### src/rtl/fg_prog_pkg.sv
`default_nettype none
// ============================================================================
// Module : fg_prog_pkg
// Brief  : Shared types and default timing for the floating-gate sequencer.
// Rev    : 1.0  initial release
// ============================================================================
package fg_prog_pkg;

  typedef enum logic [1:0] {
    MODE_RUN    = 2'd0,
    MODE_INJECT = 2'd1,
    MODE_TUNNEL = 2'd2,
    MODE_RSVD   = 2'd3
  } mode_e;

  typedef enum logic [2:0] {
    ST_IDLE  = 3'd0,
    ST_SETUP = 3'd1,
    ST_PULSE = 3'd2,
    ST_GAP   = 3'd3,
    ST_HOLD  = 3'd4,
    ST_DONE  = 3'd5
  } state_e;

  localparam int C_DEF_SETUP_CYC = 4;
  localparam int C_DEF_HOLD_CYC  = 4;

endpackage
`default_nettype wire

### src/rtl/fg_prog_sequencer_if.sv
`default_nettype none
// ============================================================================
// Module : fg_prog_sequencer_if
// Brief  : Command handshake and island-control bundle of the sequencer.
// Rev    : 1.0  initial release
// ============================================================================
interface fg_prog_sequencer_if #(
  parameter int N_ROWS = 9,
  parameter int N_COLS = 18,
  parameter int TIME_W = 16,
  parameter int CNT_W  = 8
);
  localparam int ROW_BITS = (N_ROWS > 1) ? $clog2(N_ROWS) : 1;
  localparam int COL_BITS = (N_COLS > 1) ? $clog2(N_COLS) : 1;

  logic                cmd_valid;
  logic                cmd_ready;
  logic [1:0]          cmd_mode;
  logic [ROW_BITS-1:0] cmd_row;
  logic [COL_BITS-1:0] cmd_col;
  logic [TIME_W-1:0]   cmd_pulse_width;
  logic [TIME_W-1:0]   cmd_gap;
  logic [CNT_W-1:0]    cmd_pulse_count;
  logic                abort;
  logic [ROW_BITS-1:0] gate_addr;
  logic                gate_en;
  logic [COL_BITS-1:0] drain_addr;
  logic                drain_en;
  logic                prog_mode;
  logic                vinj_pulse;
  logic                tun_pulse;
  logic                busy;
  logic                done;
  logic                err;
  logic [CNT_W-1:0]    pulses_done;

  modport master (
    output cmd_valid, cmd_mode, cmd_row, cmd_col, cmd_pulse_width, cmd_gap,
           cmd_pulse_count, abort,
    input  cmd_ready, gate_addr, gate_en, drain_addr, drain_en, prog_mode,
           vinj_pulse, tun_pulse, busy, done, err, pulses_done
  );

  modport slave (
    input  cmd_valid, cmd_mode, cmd_row, cmd_col, cmd_pulse_width, cmd_gap,
           cmd_pulse_count, abort,
    output cmd_ready, gate_addr, gate_en, drain_addr, drain_en, prog_mode,
           vinj_pulse, tun_pulse, busy, done, err, pulses_done
  );
endinterface
`default_nettype wire

### src/rtl/fg_prog_timer.sv
`default_nettype none
// ============================================================================
// Module : fg_prog_timer
// Brief  : Loadable down-counter; expire flags the final cycle of a period.
// Rev    : 1.0  initial release
// ============================================================================
module fg_prog_timer #(
  parameter int TIME_W = 16
) (
  input  wire logic              clk,
  input  wire logic              reset,
  input  wire logic              load,
  input  wire logic [TIME_W-1:0] load_value,
  output logic      [TIME_W-1:0] value,
  output logic                   expire
);
  logic [TIME_W-1:0] r_value;

  always_ff @(posedge clk or posedge reset) begin
    if (reset) begin
      r_value <= '0;
    end else if (load) begin
      r_value <= load_value;
    end else if (r_value != '0) begin
      r_value <= r_value - 1'b1;
    end
  end

  assign value  = r_value;
  assign expire = (r_value == TIME_W'(1));
endmodule
`default_nettype wire

### src/rtl/fg_prog_sequencer.sv
`default_nettype none
// ============================================================================
// Module : fg_prog_sequencer
// Brief  : Cell-select and injection/tunnelling pulse sequencer for one island.
// Rev    : 1.0  initial release
// ============================================================================
module fg_prog_sequencer
  import fg_prog_pkg::*;
#(
  parameter int N_ROWS    = 9,
  parameter int N_COLS    = 18,
  parameter int TIME_W    = 16,
  parameter int CNT_W     = 8,
  parameter int SETUP_CYC = C_DEF_SETUP_CYC,
  parameter int HOLD_CYC  = C_DEF_HOLD_CYC
) (
  input  wire logic          clk,
  input  wire logic          reset,
  fg_prog_sequencer_if.slave bus
);
  localparam int ROW_BITS = (N_ROWS > 1) ? $clog2(N_ROWS) : 1;
  localparam int COL_BITS = (N_COLS > 1) ? $clog2(N_COLS) : 1;
  localparam logic [ROW_BITS:0]   c_row_lim = (ROW_BITS + 1)'(N_ROWS);
  localparam logic [COL_BITS:0]   c_col_lim = (COL_BITS + 1)'(N_COLS);
  localparam logic [TIME_W-1:0]   c_setup   = TIME_W'(SETUP_CYC);
  localparam logic [TIME_W-1:0]   c_hold    = TIME_W'(HOLD_CYC);

  state_e              r_state, w_nxt;
  mode_e               r_mode, w_cmd_mode;
  logic [TIME_W-1:0]   r_width, r_gap, w_load_val, w_timer_value_unused;
  logic [CNT_W-1:0]    r_left, r_pulses_done;
  logic [ROW_BITS-1:0] r_gate_addr;
  logic [COL_BITS-1:0] r_drain_addr;
  logic r_gate_en, r_drain_en, r_prog_mode, r_vinj, r_tun, r_busy, r_done, r_err;
  logic r_aborted;
  logic w_load, w_expire, w_accept, w_cmd_ok, w_start, w_abort;

  assign w_cmd_mode = mode_e'(bus.cmd_mode);
  assign w_accept   = bus.cmd_valid && (r_state == ST_IDLE);
  assign w_cmd_ok   = (w_cmd_mode != MODE_RSVD)
                   && ({1'b0, bus.cmd_row} < c_row_lim)
                   && ({1'b0, bus.cmd_col} < c_col_lim)
                   && ((w_cmd_mode == MODE_RUN)
                       || ((bus.cmd_pulse_width != '0) && (bus.cmd_pulse_count != '0)));
  assign w_start    = w_accept && w_cmd_ok && (w_cmd_mode != MODE_RUN);
  // Abort only cuts a sequence short before HOLD; HOLD always runs out.
  assign w_abort    = bus.abort && (r_state inside {ST_SETUP, ST_PULSE, ST_GAP});

  fg_prog_timer #(.TIME_W(TIME_W)) u_timer (
    .clk        (clk),
    .reset      (reset),
    .load       (w_load),
    .load_value (w_load_val),
    .value      (w_timer_value_unused),
    .expire     (w_expire)
  );

  always_comb begin
    w_nxt      = r_state;
    w_load     = 1'b0;
    w_load_val = '0;
    case (r_state)
      ST_IDLE: begin
        if (w_start) begin
          w_nxt = ST_SETUP; w_load = 1'b1; w_load_val = c_setup;
        end
      end
      ST_SETUP, ST_GAP: begin
        if (w_abort) begin
          w_nxt = ST_HOLD; w_load = 1'b1; w_load_val = c_hold;
        end else if (w_expire) begin
          w_nxt = ST_PULSE; w_load = 1'b1; w_load_val = r_width;
        end
      end
      ST_PULSE: begin
        if (w_abort || (w_expire && (r_left == CNT_W'(1)))) begin
          w_nxt = ST_HOLD; w_load = 1'b1; w_load_val = c_hold;
        end else if (w_expire) begin
          // A zero gap re-enters PULSE so the pulse stays high across the boundary.
          w_nxt      = (r_gap == '0) ? ST_PULSE : ST_GAP;
          w_load     = 1'b1;
          w_load_val = (r_gap == '0) ? r_width : r_gap;
        end
      end
      ST_HOLD:  if (w_expire) w_nxt = ST_DONE;
      ST_DONE:  w_nxt = ST_IDLE;
      default:  w_nxt = ST_IDLE;
    endcase
  end

  always_ff @(posedge clk or posedge reset) begin
    if (reset) begin
      r_state <= ST_IDLE;       r_mode <= MODE_RUN;
      r_width <= '0;            r_gap <= '0;
      r_left <= '0;             r_pulses_done <= '0;
      r_gate_addr <= '0;        r_drain_addr <= '0;
      r_gate_en <= 1'b0;        r_drain_en <= 1'b0;
      r_prog_mode <= 1'b0;      r_vinj <= 1'b0;
      r_tun <= 1'b0;            r_busy <= 1'b0;
      r_done <= 1'b0;           r_err <= 1'b0;
      r_aborted <= 1'b0;
    end else begin
      r_state <= w_nxt;
      r_done  <= 1'b0;
      r_err   <= 1'b0;
      r_vinj  <= (w_nxt == ST_PULSE) && (r_mode == MODE_INJECT);
      r_tun   <= (w_nxt == ST_PULSE) && (r_mode == MODE_TUNNEL);
      if (w_abort) r_aborted <= 1'b1;
      case (r_state)
        ST_IDLE: begin
          if (w_accept) begin
            if (!w_cmd_ok) begin
              r_err <= 1'b1;
            end else if (w_cmd_mode == MODE_RUN) begin
              r_prog_mode <= 1'b0;
              r_gate_en   <= 1'b0;
              r_drain_en  <= 1'b0;
              r_done      <= 1'b1;
            end else begin
              r_mode        <= w_cmd_mode;
              r_width       <= bus.cmd_pulse_width;
              r_gap         <= bus.cmd_gap;
              r_left        <= bus.cmd_pulse_count;
              r_aborted     <= 1'b0;
              r_gate_addr   <= bus.cmd_row;
              r_drain_addr  <= bus.cmd_col;
              r_gate_en     <= 1'b1;
              r_drain_en    <= (w_cmd_mode == MODE_INJECT);
              r_prog_mode   <= 1'b1;
              r_busy        <= 1'b1;
              r_pulses_done <= '0;
            end
          end
        end
        ST_PULSE: begin
          if (!w_abort && w_expire) begin
            r_left        <= r_left - 1'b1;
            r_pulses_done <= r_pulses_done + 1'b1;
          end
        end
        ST_HOLD: begin
          if (w_expire) begin
            r_busy     <= 1'b0;
            r_gate_en  <= 1'b0;
            r_drain_en <= 1'b0;
            r_done     <= !r_aborted;
            r_err      <= r_aborted;
          end
        end
        default: ;
      endcase
    end
  end

  assign bus.cmd_ready   = (r_state == ST_IDLE);
  assign bus.gate_addr   = r_gate_addr;
  assign bus.gate_en     = r_gate_en;
  assign bus.drain_addr  = r_drain_addr;
  assign bus.drain_en    = r_drain_en;
  assign bus.prog_mode   = r_prog_mode;
  assign bus.vinj_pulse  = r_vinj;
  assign bus.tun_pulse   = r_tun;
  assign bus.busy        = r_busy;
  assign bus.done        = r_done;
  assign bus.err         = r_err;
  assign bus.pulses_done = r_pulses_done;
endmodule
`default_nettype wire

### src/flat_wrapper.sv
// flat-port wrapper written by rule: the top's interface ports become plain ports
module fg_prog_sequencer_flat import fg_prog_pkg::*;
#(
  parameter int N_ROWS    = 9,
  parameter int N_COLS    = 18,
  parameter int TIME_W    = 16,
  parameter int CNT_W     = 8,
  parameter int SETUP_CYC = C_DEF_SETUP_CYC,
  parameter int HOLD_CYC  = C_DEF_HOLD_CYC
)
  (clk, reset, bus_cmd_valid, bus_cmd_mode, bus_cmd_row, bus_cmd_col, bus_cmd_pulse_width, bus_cmd_gap, bus_cmd_pulse_count, bus_abort, bus_cmd_ready, bus_gate_addr, bus_gate_en, bus_drain_addr, bus_drain_en, bus_prog_mode, bus_vinj_pulse, bus_tun_pulse, bus_busy, bus_done, bus_err, bus_pulses_done);
  fg_prog_sequencer_if #(.N_ROWS(N_ROWS), .N_COLS(N_COLS), .TIME_W(TIME_W), .CNT_W(CNT_W)) bus_i ();
  input  wire logic clk;
  input  wire logic reset;
  input wire logic [$bits(bus_i.cmd_valid)-1:0] bus_cmd_valid;
  input wire logic [$bits(bus_i.cmd_mode)-1:0] bus_cmd_mode;
  input wire logic [$bits(bus_i.cmd_row)-1:0] bus_cmd_row;
  input wire logic [$bits(bus_i.cmd_col)-1:0] bus_cmd_col;
  input wire logic [$bits(bus_i.cmd_pulse_width)-1:0] bus_cmd_pulse_width;
  input wire logic [$bits(bus_i.cmd_gap)-1:0] bus_cmd_gap;
  input wire logic [$bits(bus_i.cmd_pulse_count)-1:0] bus_cmd_pulse_count;
  input wire logic [$bits(bus_i.abort)-1:0] bus_abort;
  output wire logic [$bits(bus_i.cmd_ready)-1:0] bus_cmd_ready;
  output wire logic [$bits(bus_i.gate_addr)-1:0] bus_gate_addr;
  output wire logic [$bits(bus_i.gate_en)-1:0] bus_gate_en;
  output wire logic [$bits(bus_i.drain_addr)-1:0] bus_drain_addr;
  output wire logic [$bits(bus_i.drain_en)-1:0] bus_drain_en;
  output wire logic [$bits(bus_i.prog_mode)-1:0] bus_prog_mode;
  output wire logic [$bits(bus_i.vinj_pulse)-1:0] bus_vinj_pulse;
  output wire logic [$bits(bus_i.tun_pulse)-1:0] bus_tun_pulse;
  output wire logic [$bits(bus_i.busy)-1:0] bus_busy;
  output wire logic [$bits(bus_i.done)-1:0] bus_done;
  output wire logic [$bits(bus_i.err)-1:0] bus_err;
  output wire logic [$bits(bus_i.pulses_done)-1:0] bus_pulses_done;
  assign bus_i.cmd_valid = bus_cmd_valid;
  assign bus_i.cmd_mode = bus_cmd_mode;
  assign bus_i.cmd_row = bus_cmd_row;
  assign bus_i.cmd_col = bus_cmd_col;
  assign bus_i.cmd_pulse_width = bus_cmd_pulse_width;
  assign bus_i.cmd_gap = bus_cmd_gap;
  assign bus_i.cmd_pulse_count = bus_cmd_pulse_count;
  assign bus_i.abort = bus_abort;
  assign bus_cmd_ready = bus_i.cmd_ready;
  assign bus_gate_addr = bus_i.gate_addr;
  assign bus_gate_en = bus_i.gate_en;
  assign bus_drain_addr = bus_i.drain_addr;
  assign bus_drain_en = bus_i.drain_en;
  assign bus_prog_mode = bus_i.prog_mode;
  assign bus_vinj_pulse = bus_i.vinj_pulse;
  assign bus_tun_pulse = bus_i.tun_pulse;
  assign bus_busy = bus_i.busy;
  assign bus_done = bus_i.done;
  assign bus_err = bus_i.err;
  assign bus_pulses_done = bus_i.pulses_done;
  fg_prog_sequencer #(.N_ROWS(N_ROWS), .N_COLS(N_COLS), .TIME_W(TIME_W), .CNT_W(CNT_W), .SETUP_CYC(SETUP_CYC), .HOLD_CYC(HOLD_CYC)) u_core (.clk(clk), .reset(reset), .bus(bus_i));
endmodule
### config.mk
export PLATFORM = sky130hd
export DESIGN_NAME = fg_prog_sequencer_flat
export DESIGN_NICKNAME = d
export VERILOG_FILES = /design/src/rtl/fg_prog_pkg.sv /design/src/rtl/fg_prog_sequencer_if.sv /design/src/rtl/fg_prog_timer.sv /design/src/rtl/fg_prog_sequencer.sv /design/src/flat_wrapper.sv
export SDC_FILE = /design/constraint.sdc
export NUM_CORES = 1
export LEC_CHECK = 0
export ABC_AREA = 1
export BUFFER_PORTS_ARGS = -buffer_cell sky130_fd_sc_hd__buf_2
export CAP_MARGIN = 5
export CORE_MARGIN = 1
export CORE_UTILIZATION = 35
export CTS_BUF_LIST = sky130_fd_sc_hd__clkbuf_2
export DETAILED_ROUTE_END_ITERATION = 10
export PLACE_DENSITY_LB_ADDON = 0.05
export SYNTH_ARGS = -nofsm -noshare
export SYNTH_HDL_FRONTEND = slang
export SYNTH_SLANG_ARGS = --single-unit
export TNS_END_PERCENT = 100
### constraint.sdc
create_clock -name clk -period 6.2 [get_ports clk]
set_input_delay 0 -clock clk [delete_from_list [all_inputs] [get_ports clk]]
set_output_delay 0 -clock clk [all_outputs]
set_load 0.02 [all_outputs]
Yosys cells after proc, flatten, opt, wreduce, memory -nomap -nowiden
Cells that the tools add are included.
{"block": "op_classes", "mux": 59, "order_cmp": 2, "addsub": 3, "bitwise": 1, "n_eq_ne": 16, "reduce_logical": 33}
{"operator": "2-to-1 mux 16 bit", "count": 7}
{"operator": "2-to-1 mux 8 bit", "count": 8}
{"operator": "one-hot mux 16 bit (3 select lines)", "count": 1}
{"operator": "one-hot mux 8 bit (2 select lines)", "count": 2}
{"operator": "nonzero test 16 bit", "count": 2}
{"operator": "2-to-1 mux 1 bit", "count": 27}
{"operator": "2-to-1 mux 3 bit", "count": 7}
{"operator": "equality test 16 x 1 -> 1 bit (second input constant)", "count": 1}
{"operator": "logical NOT 16 bit", "count": 1}
{"operator": "subtractor 16 x 1 -> 16 bit (second input constant)", "count": 1}
{"operator": "logical AND 1 bit", "count": 12}
{"operator": "one-hot mux 3 bit (4 select lines)", "count": 1}
{"operator": "one-hot mux 1 bit (2 select lines)", "count": 5}
{"operator": "AND reduction 5 bit", "count": 2}
{"operator": "equality test 3 x 2 -> 1 bit (second input constant)", "count": 3}
{"operator": "adder 8 x 1 -> 8 bit (second input constant)", "count": 1}
{"operator": "equality test 8 x 1 -> 1 bit (second input constant)", "count": 1}
{"operator": "AND reduction 4 bit", "count": 2}
{"operator": "nonzero test 2 bit", "count": 4}
{"operator": "nonzero test 8 bit", "count": 1}
{"operator": "subtractor 8 x 1 -> 8 bit (second input constant)", "count": 1}
{"operator": "inequality test 2 x 1 -> 1 bit (second input constant)", "count": 3}
{"operator": "inequality test 2 bit (second input constant)", "count": 3}
{"operator": "< comparator 5 bit (second input constant)", "count": 1}
{"operator": "14 further kinds", "count": 17}
{"block": "totals", "inputBits": 55, "wordCells": 132, "register_bits": 87, "output_inout_bits": 26}

Longest topological paths before layout
{"block": "logic_depth", "ltp_word": 10, "depth_mapped": 12}

By module
Synthesis repeated with hierarchy kept, for this count alone.
{"block": "unflattened", "cells_unflattened": 676, "area_unflattened_um2": 4883.4}
{"mod": "fg_prog_sequencer", "area_each_um2": 3677.3, "instances": 1, "seq_area_each_um2": 1776.7, "cells_each": 501}
{"mod": "fg_prog_timer", "area_each_um2": 1206.2, "instances": 1, "seq_area_each_um2": 400.4, "cells_each": 175}

Worst setup path after synthesis
OpenSTA, ideal clock, no wires.
{"block": "synth_timing", "path_kind": "register to register", "startpoint": "reg u_core.r_state[0]", "endpoint": "reg u_core.r_pulses_done[0], in the netlist u_core.bus.pulses_done[0]", "stages_incl_launch_ff": 10, "path_buffers": 1, "t_arrival_ps": 1541, "setup_ps": 118, "path_slack_ps": 4541, "synth_period_minus_slack_ps": 1659, "cell_sequence": "dfrtp_1 > inv_2 > nand2_4 > nor2_4 > nand2_2 > o21ai_2 > nand3_4 > buf_6 > nand2_1 > nand2_1"}
{"block": "synth_between", "elab_cells_between_ends": 16}
{"element": "start, declared", "line_no": "fg_prog_sequencer.sv:28", "text": "state_e r_state, w_nxt;"}
{"element": "start signal, assigned", "line_no": "fg_prog_sequencer.sv:103", "text": "r_state <= w_nxt;"}
{"element": "logical NOT 3 bit *"}
{"element": "via bus_cmd_ready", "line_no": "flat_wrapper.sv:23", "text": "output wire logic [$bits(bus_i.cmd_ready)-1:0] bus_cmd_ready;"}
{"element": "logical AND 1 bit", "line_no": "fg_prog_sequencer.sv:39", "text": "assign w_accept = bus.cmd_valid && (r_state == ST_IDLE);"}
{"element": "inequality test 2 x 1 -> 1 bit (no source line)"}
{"element": "AND reduction 5 bit (no source line)"}
{"element": "end signal, assigned", "line_no": "fg_prog_sequencer.sv:138", "text": "r_pulses_done <= r_pulses_done + 1'b1;"}
{"element": "end, declared", "line_no": "fg_prog_sequencer.sv:31", "text": "logic [CNT_W-1:0] r_left, r_pulses_done;"}
Mark *: on every way through the listed nets, which the timed path passes. The rest lies on a longest branch.
A chain may end at the register's enable or synchronous reset.

Worst setup path in the final report
{"block": "layout_timing", "startpoint": "reg u_core.r_state[0]", "endpoint": "reg u_core.u_timer.r_value[7], in the netlist u_core.u_timer.value[7]"}
{"block": "layout_between", "elab_chain_len": 7, "elab_cells_between_ends": 20}
{"element": "equality test 3 x 1 -> 1 bit, or another cell as far along", "line_no": "fg_prog_sequencer.sv:47, fg_prog_sequencer.sv:62"}
{"element": "nonzero test 3 bit / logical AND 1 bit (equally long branches)", "line_no": "fg_prog_sequencer.sv:47, fg_prog_sequencer.sv:39"}
{"element": "logical AND 1 bit (on tied branches)", "line_no": "fg_prog_sequencer.sv:47, fg_prog_sequencer.sv:45"}
{"element": "logical OR 1 bit / logical AND 1 bit (equally long branches)", "line_no": "fg_prog_sequencer.sv:76, fg_prog_sequencer.sv:45"}
{"element": "2-to-1 mux 16 bit, or another cell as far along", "line_no": "fg_prog_sequencer.sv:76", "text": "if (w_abort || (w_expire && (r_left == CNT_W'(1)))) begin"}
{"element": "one-hot mux 16 bit (3 select lines) / one-hot mux 1 bit (3 select lines) (equally long branches)", "line_no": "fg_prog_sequencer.sv:62", "text": "case (r_state)"}
{"element": "2-to-1 mux 16 bit / nonzero test 2 bit (equally long branches)"}
{"element": "end signal, assigned", "line_no": "fg_prog_timer.sv:23", "text": "r_value <= load_value;"}
{"element": "end signal, assigned", "line_no": "fg_prog_timer.sv:25", "text": "r_value <= r_value - 1'b1;"}
{"element": "end, declared", "line_no": "fg_prog_timer.sv:17", "text": "logic [TIME_W-1:0] r_value;"}
Parallel ways exist; a longest one is shown, timed or not.

==> out/metrics.cfg <==
[outcome]
outcome = complete, no violations

[placement]
place_area_mm2 = 0.00555
port_buffers = 80
dp.cells = 925
dpl.hpwl_um = 9930
gp_congestion = 0.820

[global_routing]
grt-busiest-layer = met2
use_met2_pct = 32.3
grt_pass1_wl_um = 23200
grt_util_met3_pct = 3.37
antenna_found_initial = 1
grt_max_degree = 101
grt_use_met1_pct = 26.7
first_global_vias = 4726
grt-ovfl-total = 0
grt_usage_pct = 20.3

[yosys]
yosys.cell_types.count = 33
synth_most_common_cell = nand2_1
synth_enable_flop_cells = 0
synth_area_leader_cell = dfrtp_1
synth_nets = 744
synth_top_area_share_pct = 43.3
syn_area_mm2 = 0.00503
synth_seq_cells = 87
async_reset_ff_share_pct = 100
ys.flop_type = dfrtp_1
syn_inst = 683
synth_warnings = 0
ys_seq_area_share_pct = 43.3
synth.area.top_cells = dfrtp_1, nand2_1, nor2_1, inv_1, o21ai_0
avgSynthCellArea_um2 = 7.37
synth.cells.most_frequent = nand2_1, nor2_1, dfrtp_1

[worst_hold_path]
hp-start = bus_cmd_gap[2]
hold_depth = 4
hold_class = input pin to register
worstHoldEndpoint = u_core.r_gap[2]

[cells_and_area]
syn_to_final_growth_pct = 24.9
nFillCells = 1442
design_area_mm2 = 0.00629
drive_above_1_share_pct = 16.7
fin_nets = 876
final_cells = 999

[clock_network]
clkSinkCount = 87
clk_latency_ps = 580
cts_tree = done
cts_max_path_buffers = 2
cts_made_buffers = 9
htreeDepth = 3
cts_setup_buffers = 0
postCtsHoldBufs = 59
cts-resized-gates = 0
path_clk_slew_ps = 230
clockRootBuffer = clkbuf_2

[timing]
fin_crit_sh_pct = 43.3
setup_tns_ps = 0
setup-violations-final = 0
fmax_mhz = 373
fin_hold_ws_ps = 185
finalClockSkew_ps = 31.8
hold_violations = 0
finalMaxSlewViolations = 0
worst_slew_pin_slew_ps = 985
fin_crit_ps = 2680
rsz0062_at_grt = no
slew_headroom_pct = 34.4

[die]
ios = 81
dieWidth_um = 122
core-area_mm2 = 0.0139
rows = 43
dieArea_mm2 = 0.0149
die_y_um = 122
start_util_pct = 36.1

[worst_setup_path]
reg2reg_slack_ps = 3520
worstPathArrival_ps = 3140
cp_max_fo = 100
r2r-start = u_core.r_state[0]
cp-end-kind = register
rr_worst_depth = 10
crit_required_ps = 6660
critPathKind = register to register
startpoint_type = register
reg2reg_to = u_core.u_timer.value[7]

[pwr]
p_leak_nw = 3.26
max-vdd-ir-drop_v = 0.000160
power.total_mw = 2.28
power-per-cell-area_mw_per_mm2 = 363

[flow_run]
maxCapViolCount = 0

[drt]
vias_per_cell = 4.71
routedWlPerCell_um = 13.9
wirelength_um = 13900
first_pass_iters = 5
ant_nets = 0
drtIter0Drc = 201
vias = 4709
drc_errors = 0

-- worst max path at each step --
stage	start	to	slack, ps	cells past startpoint
after floorplan	reset	u_core.bus.busy	3950	1
after CTS	u_core.r_state[0]	u_core.u_timer.value[7]	3500	10
after global routing	u_core.r_state[0]	u_core.u_timer.value[4]	3260	10
after detailed placement	u_core.r_state[0]	u_core.u_timer.value[14]	3570	10
final	u_core.r_state[0]	u_core.u_timer.value[7]	3520	10
after global placement	u_core.r_state[0]	u_core.u_timer.value[14]	3640	10
-- metrics by stage --
step,util [%],setup slack [ps]
2_1_floorplan,-,3950
4_1_cts,45.1,3500
3_5_place_dp,39.8,3570
5_1_grt,45.1,3260
3_3_place_gp,39.8,3640
6_report,45.1,3520
-- cells by family (layout without fill, tap and decap cells) --
group                      Yosys count  count (layout)  share of synthesized area [%]
and+or+nand+nor                    364             364                           31.2
DFF                                 87              87                           43.3
other                                0               1                              0
adders and majority gates            6               6                           1.49
xor gates and xnor gates            20              20                           3.48
buffers and inverters              112             247                           9.35
AOI/OAI and AO/OA                   94              94                           11.2
-- critical path, cell delays in order (launching register included) --
cell	delay, ps
dfrtp_1	430
inv_2	70
nand2_4	90
nor2_4	50
nand2_2	130
nor2_4	70
nand3_4	70
buf_4	770
nand2_2	380
nor2_1	390
a21oi_1	70
-- power breakdown --
part / switching (mW) / leakage, nW / internal [mW] / total, mW
Clock: 0.201 / 0.0853 / 0.167 / 0.368
Sequential: 0.197 / 1.07 / 0.800 / 0.997
Combinational: 0.564 / 2.10 / 0.353 / 0.917
-- cell type report --
class,count,area [um^2],area share [%]
multi-input cells,484,2390,38.0
flip-flops and latches,87,2180,34.6
repair buffers,141,1010,16.0
inverters,92,347,5.51
well taps,180,225,3.58
clock inverters,5,98.8,1.57
clock buffers,9,45.0,0.716
diodes,1,2.50,0.0398
-- cell usage in the layout, fill, tap and decap left out, types with 7 or more instances in the layout --
master / n
dlygate4sd3_1: 59
buf_2: 80
xnor2_1: 8
nor2_1: 107
inv_2: 7
inv_1: 84
clkbuf_2: 9
o21ai_0: 40
dfrtp_1: 87
nand4_1: 21
nand3_1: 38
a21oi_2: 14
nand2_1: 174
a21oi_1: 26
xor2_1: 12
-- state kept, by name, summed over array words and instances (netlist names) --
register / flops
u_core.bus.drain_addr: 5
u_core.r_mode: 2
u_core.bus.gate_addr: 4
u_core.bus.pulses_done: 8
u_core.bus.vinj_pulse: 1
u_core.bus.drain_en: 1
u_core.bus.busy: 1
u_core.u_timer.value: 16
u_core.bus.err: 1
u_core.r_gap: 16
u_core.bus.tun_pulse: 1
u_core.r_state: 3
u_core.bus.done: 1
u_core.r_left: 8
u_core.r_width: 16
u_core.r_aborted: 1
u_core.bus.prog_mode: 1
u_core.bus.gate_en: 1
-- layer usage --
metal | up-vias | wire (um) | share of wire [%]
met2 | 99 | 6300 | 45
met4 | 0 | 406 | 2.9
met1 | 2160 | 6630 | 48
met3 | 26 | 534 | 3.9
li1 | 2424 | - | -
met5 | - | 0 | 0
No activity file was read; power rests on OpenSTA's default activity.
